$ cat src/rtl/pkt256_rx_unpacker.sv
// pkt256_rx_unpacker
//
// Consumer side of the 256-bit Aurora RX packet FIFO. Pops one packet at a time from a
// first-word-fall-through FIFO, decodes the header, filters on BS_ID and payload length,
// checks PCKG_ID continuity and streams the valid 32-bit payload words downstream.
//
// Head word layout:
//   BS_ID[255:248] FPGA_ID[247:240] PCKG_ID[239:224] TX_UID[223:216] RX_UID[215:208]
//   VALID_PACKET_BYTES[207:192] msg0[191:160] msg1[159:128] ... msg5[31:0]
//
// Ports:
//   clk_200MHz          in   single clock
//   peripheral_aresetn  in   asynchronous active-low reset (sync release inside)
//   fifo_dout           in   FWFT head word
//   fifo_not_empty      in   head word valid
//   fifo_rd_en          out  pop strobe (combinational)
//   hdr_valid           out  one-cycle pulse, hdr_* valid
//   hdr_pckg_id/tx_uid/rx_uid/bytes  out  header fields of the accepted packet
//   m_data/m_valid/m_last  out, m_ready in  payload stream
//   seq_err             out  one-cycle pulse on a PCKG_ID discontinuity
//   pkt_count/drop_count/seq_err_count  out  saturating statistics
//
// Optional feature: define PKT_RX_FPGA_ID_FILTER_EN to additionally require
// FPGA_ID == LOCAL_FPGA_ID for non-broadcast packets.

module pkt256_rx_unpacker #(
    parameter logic [7:0]  LOCAL_BS_ID   = 8'h02,
    parameter logic [7:0]  BCAST_BS_ID   = 8'hFF,
    parameter logic [7:0]  LOCAL_FPGA_ID = 8'h00,
    // The head word has room for exactly six payload slots.
    parameter int unsigned MAX_MSGS      = 6
) (
    input  logic         clk_200MHz,
    input  logic         peripheral_aresetn,
    input  logic [255:0] fifo_dout,
    input  logic         fifo_not_empty,
    output logic         fifo_rd_en,
    output logic         hdr_valid,
    output logic [15:0]  hdr_pckg_id,
    output logic [7:0]   hdr_tx_uid,
    output logic [7:0]   hdr_rx_uid,
    output logic [15:0]  hdr_bytes,
    output logic [31:0]  m_data,
    output logic         m_valid,
    input  logic         m_ready,
    output logic         m_last,
    output logic         seq_err,
    output logic [31:0]  pkt_count,
    output logic [15:0]  drop_count,
    output logic [15:0]  seq_err_count
);

    localparam logic [1:0] StIdle   = 2'd0;
    localparam logic [1:0] StDecode = 2'd1;
    localparam logic [1:0] StStream = 2'd2;

    localparam logic [15:0] MaxBytes = 16'(MAX_MSGS * 4);

    // Reset synchroniser: assertion is immediate, release is aligned to the clock.
    logic [1:0] rst_sync_q;
    logic       rst_n;

    always_ff @(posedge clk_200MHz or negedge peripheral_aresetn) begin
        if (!peripheral_aresetn) begin
            rst_sync_q <= 2'b00;
        end else begin
            rst_sync_q <= {rst_sync_q[0], 1'b1};
        end
    end

    assign rst_n = rst_sync_q[1];

    logic [1:0]   state_q, state_d;
    logic [7:0]   bs_id_q;
    logic [15:0]  pckg_id_q;
    logic [7:0]   tx_uid_q;
    logic [7:0]   rx_uid_q;
    logic [15:0]  bytes_q;
    logic [191:0] msg_q;
    logic [2:0]   idx_q, idx_d;
    logic [2:0]   word_cnt_q, word_cnt_d;
    logic [15:0]  expected_id_q, expected_id_d;
    logic         seq_synced_q, seq_synced_d;
    logic [31:0]  pkt_count_q, pkt_count_d;
    logic [15:0]  drop_count_q, drop_count_d;
    logic [15:0]  seq_err_count_q, seq_err_count_d;

    logic pop;
    logic in_decode;
    logic in_stream;
    logic bs_ok;
    logic fpga_ok;
    logic len_ok;
    logic accept;
    logic [31:0] cur_word;

    // Both reset terms gate the pop so no word is consumed before the state
    // registers have left reset.
    assign pop        = (state_q == StIdle) & fifo_not_empty & peripheral_aresetn & rst_n;
    assign fifo_rd_en = pop;

    assign in_decode = (state_q == StDecode);
    assign in_stream = (state_q == StStream);

`ifdef PKT_RX_FPGA_ID_FILTER_EN
    logic [7:0] fpga_id_q;

    always_ff @(posedge clk_200MHz or negedge rst_n) begin
        if (!rst_n) begin
            fpga_id_q <= 8'h00;
        end else if (pop) begin
            fpga_id_q <= fifo_dout[247:240];
        end
    end

    // Broadcast packets ignore FPGA_ID.
    assign fpga_ok = (fpga_id_q == LOCAL_FPGA_ID) | (bs_id_q == BCAST_BS_ID);
`else
    logic unused_fpga_id;
    assign unused_fpga_id = ^{fifo_dout[247:240], LOCAL_FPGA_ID};
    assign fpga_ok        = 1'b1;
`endif

    assign bs_ok  = (bs_id_q == LOCAL_BS_ID) | (bs_id_q == BCAST_BS_ID);
    assign len_ok = (bytes_q[1:0] == 2'b00) & (bytes_q <= MaxBytes);
    assign accept = bs_ok & fpga_ok & len_ok;

    assign hdr_valid   = in_decode & accept;
    assign seq_err     = hdr_valid & seq_synced_q & (pckg_id_q != expected_id_q);
    assign hdr_pckg_id = pckg_id_q;
    assign hdr_tx_uid  = tx_uid_q;
    assign hdr_rx_uid  = rx_uid_q;
    assign hdr_bytes   = bytes_q;

    always_comb begin
        cur_word = 32'h0;
        case (idx_q)
            3'd0:    cur_word = msg_q[191:160];
            3'd1:    cur_word = msg_q[159:128];
            3'd2:    cur_word = msg_q[127:96];
            3'd3:    cur_word = msg_q[95:64];
            3'd4:    cur_word = msg_q[63:32];
            3'd5:    cur_word = msg_q[31:0];
            default: cur_word = 32'h0;
        endcase
    end

    assign m_valid = in_stream;
    assign m_data  = in_stream ? cur_word : 32'h0;
    assign m_last  = in_stream & (idx_q == (word_cnt_q - 3'd1));

    assign pkt_count     = pkt_count_q;
    assign drop_count    = drop_count_q;
    assign seq_err_count = seq_err_count_q;

    always_comb begin
        state_d         = state_q;
        idx_d           = idx_q;
        word_cnt_d      = word_cnt_q;
        expected_id_d   = expected_id_q;
        seq_synced_d    = seq_synced_q;
        pkt_count_d     = pkt_count_q;
        drop_count_d    = drop_count_q;
        seq_err_count_d = seq_err_count_q;

        case (state_q)
            StIdle: begin
                if (pop) begin
                    state_d = StDecode;
                end
            end

            StDecode: begin
                if (accept) begin
                    if (pkt_count_q != 32'hFFFF_FFFF) begin
                        pkt_count_d = pkt_count_q + 32'd1;
                    end
                    if (seq_err && (seq_err_count_q != 16'hFFFF)) begin
                        seq_err_count_d = seq_err_count_q + 16'd1;
                    end
                    expected_id_d = pckg_id_q + 16'd1;
                    seq_synced_d  = 1'b1;
                    if (bytes_q == 16'h0000) begin
                        state_d = StIdle;
                    end else begin
                        // Length already checked: bytes <= 24, so bits [4:2] hold the word count.
                        word_cnt_d = bytes_q[4:2];
                        idx_d      = 3'd0;
                        state_d    = StStream;
                    end
                end else begin
                    if (drop_count_q != 16'hFFFF) begin
                        drop_count_d = drop_count_q + 16'd1;
                    end
                    state_d = StIdle;
                end
            end

            StStream: begin
                if (m_ready) begin
                    idx_d = idx_q + 3'd1;
                    if (m_last) begin
                        state_d = StIdle;
                    end
                end
            end

            default: begin
                state_d = StIdle;
            end
        endcase
    end

    always_ff @(posedge clk_200MHz or negedge rst_n) begin
        if (!rst_n) begin
            state_q         <= StIdle;
            idx_q           <= 3'd0;
            word_cnt_q      <= 3'd0;
            expected_id_q   <= 16'h0000;
            seq_synced_q    <= 1'b0;
            pkt_count_q     <= 32'h0;
            drop_count_q    <= 16'h0;
            seq_err_count_q <= 16'h0;
        end else begin
            state_q         <= state_d;
            idx_q           <= idx_d;
            word_cnt_q      <= word_cnt_d;
            expected_id_q   <= expected_id_d;
            seq_synced_q    <= seq_synced_d;
            pkt_count_q     <= pkt_count_d;
            drop_count_q    <= drop_count_d;
            seq_err_count_q <= seq_err_count_d;
        end
    end

    // Packet register, loaded in the pop cycle.
    always_ff @(posedge clk_200MHz or negedge rst_n) begin
        if (!rst_n) begin
            bs_id_q   <= 8'h00;
            pckg_id_q <= 16'h0000;
            tx_uid_q  <= 8'h00;
            rx_uid_q  <= 8'h00;
            bytes_q   <= 16'h0000;
            msg_q     <= 192'h0;
        end else if (pop) begin
            bs_id_q   <= fifo_dout[255:248];
            pckg_id_q <= fifo_dout[239:224];
            tx_uid_q  <= fifo_dout[223:216];
            rx_uid_q  <= fifo_dout[215:208];
            bytes_q   <= fifo_dout[207:192];
            msg_q     <= fifo_dout[191:0];
        end
    end

endmodule

$ cat config.mk
export PLATFORM = sky130hd
export DESIGN_NAME = pkt256_rx_unpacker
export DESIGN_NICKNAME = d
export VERILOG_FILES = /design/src/rtl/pkt256_rx_unpacker.sv
export SDC_FILE = /design/constraint.sdc
export NUM_CORES = 1
export LEC_CHECK = 0
export CAP_MARGIN = 20
export CELL_PAD_IN_SITES_DETAIL_PLACEMENT = 1
export CELL_PAD_IN_SITES_GLOBAL_PLACEMENT = 1
export CORE_MARGIN = 8
export CORE_UTILIZATION = 42
export DETAILED_ROUTE_END_ITERATION = 12
export PLACE_DENSITY = 0.85
export SLEW_MARGIN = 20
export SYNTH_ARGS = -nofsm -noshare
export SYNTH_HDL_FRONTEND = slang
export SYNTH_SLANG_ARGS = --single-unit
export TNS_END_PERCENT = 5
$ cat constraint.sdc
create_clock -name clk_200MHz -period 19.4 [get_ports clk_200MHz]
set_input_delay 3.88 -clock clk_200MHz [delete_from_list [all_inputs] [get_ports clk_200MHz]]
set_output_delay 3.88 -clock clk_200MHz [all_outputs]
set_load 0.02 [all_outputs]
; Word-level counts from Yosys, hierarchy flattened
; Index checks and enable logic that the tools add are counted.
[op_classes]
bitwise = 12
addsub = 6
magnitude_cmp = 1
mul = 0
n_eq_ne = 19
muxes = 12
shift = 0
div = 0
n_reduce_logical = 13
[op_table]
columns = cell, count
row1 = $pmux 32 s6, 1
row2 = $add 16x1->16 const B, 3
row3 = $add 32x1->32 const B, 1
row4 = $mux 32, 1
row5 = $ne 16x16->1 const B, 2
row6 = $ne 32x32->1 const B, 1
row7 = $le 16x5->1 const B, 1
row8 = $logic_not 16->1, 1
row9 = $ne 16x16->1, 1
row10 = $reduce_and 3->1, 5
row11 = $mux 2, 5
row12 = $and 1x1->1, 9
row13 = $mux 3, 3
row14 = $eq 8x2->1 const B, 1
row15 = $eq 8x8->1 const B, 1
row16 = $ne 2x2->1 const B, 4
row17 = $eq 3x2->1 const B, 2
row18 = $eq 3x3->1 const B, 2
row19 = $pmux 2 s3, 1
row20 = $pmux 3 s2, 1
row21 = $logic_not 2->1, 2
row22 = $reduce_and 4->1, 1
row23 = $add 3x1->3 const B, 1
row24 = $eq 3x1->1 const B, 1
row25 = 11 further kinds, 12
[totals]
mem_count = 0
output_inout_bits = 149
inputBits = 260
ff_bits = 339
latchBits = 0
romBits = 0
elab_cells = 78
ram_bits = 0

; Depth between registers and ports, before layout
[depth]
depth_word = 8
ltp_mapped = 8
mapped_depth_nobuf = 7

; Worst setup path before layout
; OpenSTA, ideal clock, no wires.
[synth_path]
path_type = register -> output
startpoint = reg rst_sync_q[1]
endpoint = out fifo_rd_en
t_required_ns = 15.520
path_buffers = 2
arrival_ns = 9.420
path_stages_with_launch = 5
setup_slack_ns = 6.100
path_cell_list = dfrtp_1 > nand4b_1 > nor2_1 > clkbuf_1 > clkbuf_1
[synth_via]
elab_chain_cells = 1
[synth_lines]
columns = element, line
row1 = "start, declared", 60  ; logic [1:0] rst_sync_q;
row2 = "start signal, assigned", 67  ; rst_sync_q <= {rst_sync_q[0], 1'b1};
row3 = $and 1x1->1, 99  ; assign pop = (state_q == StIdle) & fifo_not_empty & peripheral_aresetn & rst_n;
row4 = "end, declared", 37  ; output logic fifo_rd_en,
; No other way between the ends.

; Worst setup path in the final report
[layout_path]
startpoint = in peripheral_aresetn
endpoint = out fifo_rd_en
[layout_via]
elab_chain_cells = 2
[layout_lines]
columns = element, line
row1 = "start, declared", 34  ; input logic peripheral_aresetn,
row2 = $and 1x1->1 (2 in a row), 99
; No other way between the ends.

==> metrics.md <==
| Metric | Value |
|---|---|
| Seq/Total Area, Yosys | `55.7%` |
| Relative slew margins | `28.0%` |
| Post-synth top area share | `55.7%` |
| Cells after DPL | `1997` |
| Syn Area/Cell | `12.8 µm²` |
| Clock Path Buffers | `3` |
| Core ar. | `35700 µm²` |
| Area Growth Syn to Fin | `38.6%` |
| Post-CTS setup buffer count | `0` |
| Routed WL | `53.1 mm` |
| Overall Global Routing Usage | `24.0%` |
| Worst vdd ir | `0.0988 mV` |
| CTS sink cnt | `339` |
| Final setup vio count | `0` |
| Hpwl dp | `35.6 mm` |
| CTS Hold Bufs | `0` |
| Final setup skew | `0.0343 ns` |
| DRT Pass-1 Iters | `7` |
| Crit path capture type | `primary output` |
| Hold Path Class | `flop to async pin` |
| Syn nets | `1457` |
| Final hold vios | `0` |
| Die height | `207 µm` |
| RePlAce Congestion | `0.792` |
| Die ar. | `42600 µm²` |
| Commonest cells in the netlist | `dfrtp_1, mux2_2, nand2_1` |
| Final Max Slew Viols | `0` |
| Worst-path cell chain | `clkdlybuf4s50_1 > nand4b_1 > nor2_4 > clkdlybuf4s50_1` |
| Remaining antenna violation count | `0` |
| Cell mode on critical path | `clkdlybuf4s50_1` |
| Worst-skew pair later-pin latency | `0.56 ns` |
| Worst-Margin Slew | `1.08 ns` |
| Period utilization | `50.0%` |
| Critical path's slowest cell | `clkdlybuf4s50_1` |
| Initial antenna violation count | `24` |
| WP data arrival | `5.83 ns` |
| Synth top area cells | `dfrtp_1, mux2_2, xnor2_1, xor2_1, nand2_1` |
| Drt first-iter violations | `668` |
| Yosys cell types | `45` |
| Cells after synthesis | `1187` |
| IO Count | `409` |
| Count leader, synth | `dfrtp_1` |
| Leading area contributor after synthesis | `dfrtp_1` |
| Vias | `11472` |
| CTS tree | `built` |
| Post-synth top flop | `dfrtp_1` |
| Synthesized area | `15200 µm²` |
| DR vias/cell | `5.49` |
| RSZ-0062 raised after global routing | `no` |
| Die Width | `207 µm` |
| Layout cells sized above 1 | `25.3%` |
| Power Dens Cells | `95.8 nW/µm²` |
| Crit-path max cell delay | `0.72 ns` |
| GRT overflow | `0` |
| Layout Cells excl Fill | `2090` |
| Design Power | `2.02 mW` |
| Initial Util | `42.7%` |
| Clock tree root driver cell | `clkbuf_16` |
| Clock-pin slew on the worst setup and hold paths | `0.06 ns` |
| Fin crit period | `9.71 ns` |
| Ys Warns | `0` |
| Fin util | `59.3%` |
| Pin count of the biggest net entering global routing | `89` |
| Max-cap violations | `0` |
| WL/cell | `25.4 µm` |
| First-pass GRT wire length | `78.7 mm` |
| Asr flop ratio synth | `100%` |
| Status | `completed` |
| Core Rows | `69` |
| Post-route setup slack | `9.69 ns` |
| CP required | `15.52 ns` |
| H-tree Lvls | `2` |
| Number of global-route vias before repair | `12987` |
| Delay-heaviest family, CP | `buffers and inverters` |
| PortBufs | `400` |
| Fill cells | `3523` |
| Drt drc | `0` |
| Post-CTS Resized | `0` |
| EDFF count, synth | `0` |
| Startpoint Class | `primary input` |
| Leakage | `8.70 nW` |
| Flop and latch count out of synthesis | `339` |
| TritonCTS buffer count | `39` |
| WS Path Type | `primary input to primary output` |
| NumNets Final | `1849` |
| WP buf/inv | `2` |
| Fmax | `103 MHz` |
| Worst Path Max Fanout | `16` |
| Pre-CTS setup slack | `9.19 ns` |
| Sum Neg Setup Slack | `0 ns` |
## through the flow
step / instance area, µm² / hold slack (ns)
final: 21100 / 0.365
after global routing: 21100 / 0.365
after CTS: 21000 / 0.362
after detailed placement: 19700 / 0.338
after global placement: 19700 / 0.341
after floorplan: 15200 / 0.331
## routing by layer
layer / global-route usage (%) / vias to the layer above / share of wire (%)
met2: 40.5 / 385 / 51
met1: 27.6 / 5894 / 38
met5: 0 / - / 0.11
met4: 13.6 / 8 / 4.6
li1: - / 5060 / -
met3: 6.19 / 125 / 6.7
## layout make-up
type / count / area [µm²] / area share (%)
diodes: 22 / 55.1 / 0.261
clock buffers: 54 / 1120 / 5.32
clock inverters: 15 / 199 / 0.941
inverters: 15 / 56.3 / 0.266
multi-input cells: 770 / 6480 / 30.7
flip-flops and latches: 339 / 8490 / 40.2
well taps: 461 / 577 / 2.73
repair buffers: 414 / 4150 / 19.7
## final timing paths
| check | endpoint | from | cells after the start | slack [ns] |
|---|---|---|---|---|
| min reg2reg | hdr_tx_uid[7]$_DFFE_PN0P_ | rst_sync_q[1]$_DFF_PN0_ | 0 | 0.37 |
| max in group asynchronous | rst_sync_q[1]$_DFF_PN0_ | peripheral_aresetn | 1 | 15.72 |
| min in group clk_200MHz | rst_sync_q[1]$_DFF_PN0_ | rst_sync_q[0]$_DFF_PN0_ | 0 | 0.37 |
| max | fifo_rd_en | peripheral_aresetn | 4 | 9.69 |
| min | hdr_tx_uid[7]$_DFFE_PN0P_ | rst_sync_q[1]$_DFF_PN0_ | 0 | 0.37 |
| max reg2reg | msg_q[95]$_DFFE_PN0P_ | rst_sync_q[1]$_DFF_PN0_ | 5 | 15.51 |
## report_power, final
| group | switching, mW | total (mW) | internal (mW) | leakage [nW] |
|---|---|---|---|---|
| Combinational | 0.142 | 0.352 | 0.211 | 3.88 |
| Sequential | 0.0863 | 0.907 | 0.820 | 4.17 |
| Clock | 0.305 | 0.765 | 0.459 | 0.647 |
| Total | 0.533 | 2.02 | 1.49 | 8.70 |
## cell families after synthesis
logic type      count (synthesis)  share of synthesized area [%]
mux                           313                           23.1
simple gates                  256                           8.39
xor+xnor                       92                           5.29
compound gates                 98                           4.74
buf+inv                        78                           1.98
flops                         339                           55.7
fa+ha+maj                      10                          0.821
other cells                     1                         0.0246
## registers in the layout, summed over array words and instances (netlist names)
register       count
seq_synced_q       1
hdr_rx_uid         8
word_cnt_q         3
seq_err_count     16
hdr_pckg_id       16
msg_q            192
bs_id_q            8
state_q            2
hdr_bytes         16
expected_id_q     16
rst_sync_q         2
hdr_tx_uid         8
pkt_count         32
idx_q              3
drop_count        16
## cell usage in the layout, fill, tap and decap left out, types with 3 or more instances in the layout
cell type / synthesis / final
xor2_1: 43 / 43
a21oi_1: 46 / 46
ha_1: 10 / 9
mux2_2: 311 / 311
nand3_1: 31 / 31
and4_1: 7 / 7
and3_1: 15 / 15
xnor2_1: 49 / 49
and2_1: 3 / 3
nor3_1: 11 / 11
nand4_1: 22 / 22
a222oi_1: 30 / 30
buf_4: 0 / 11
inv_1: 15 / 15
clkdlybuf4s50_1: 0 / 400
nor3_2: 3 / 3
clkinv_2: 0 / 6
bufinv_16: 0 / 4
clkbuf_16: 0 / 40
nand3_2: 3 / 3
clkbuf_8: 0 / 7
nor4_1: 12 / 12
clkbuf_1: 57 / 7
dfrtp_1: 339 / 337
a221oi_1: 4 / 4
nand2_1: 82 / 82
o21ai_0: 7 / 7
nor2_1: 52 / 51
nand2b_1: 5 / 4
diode_2: 0 / 22
(Power assumes the default switching activity.)
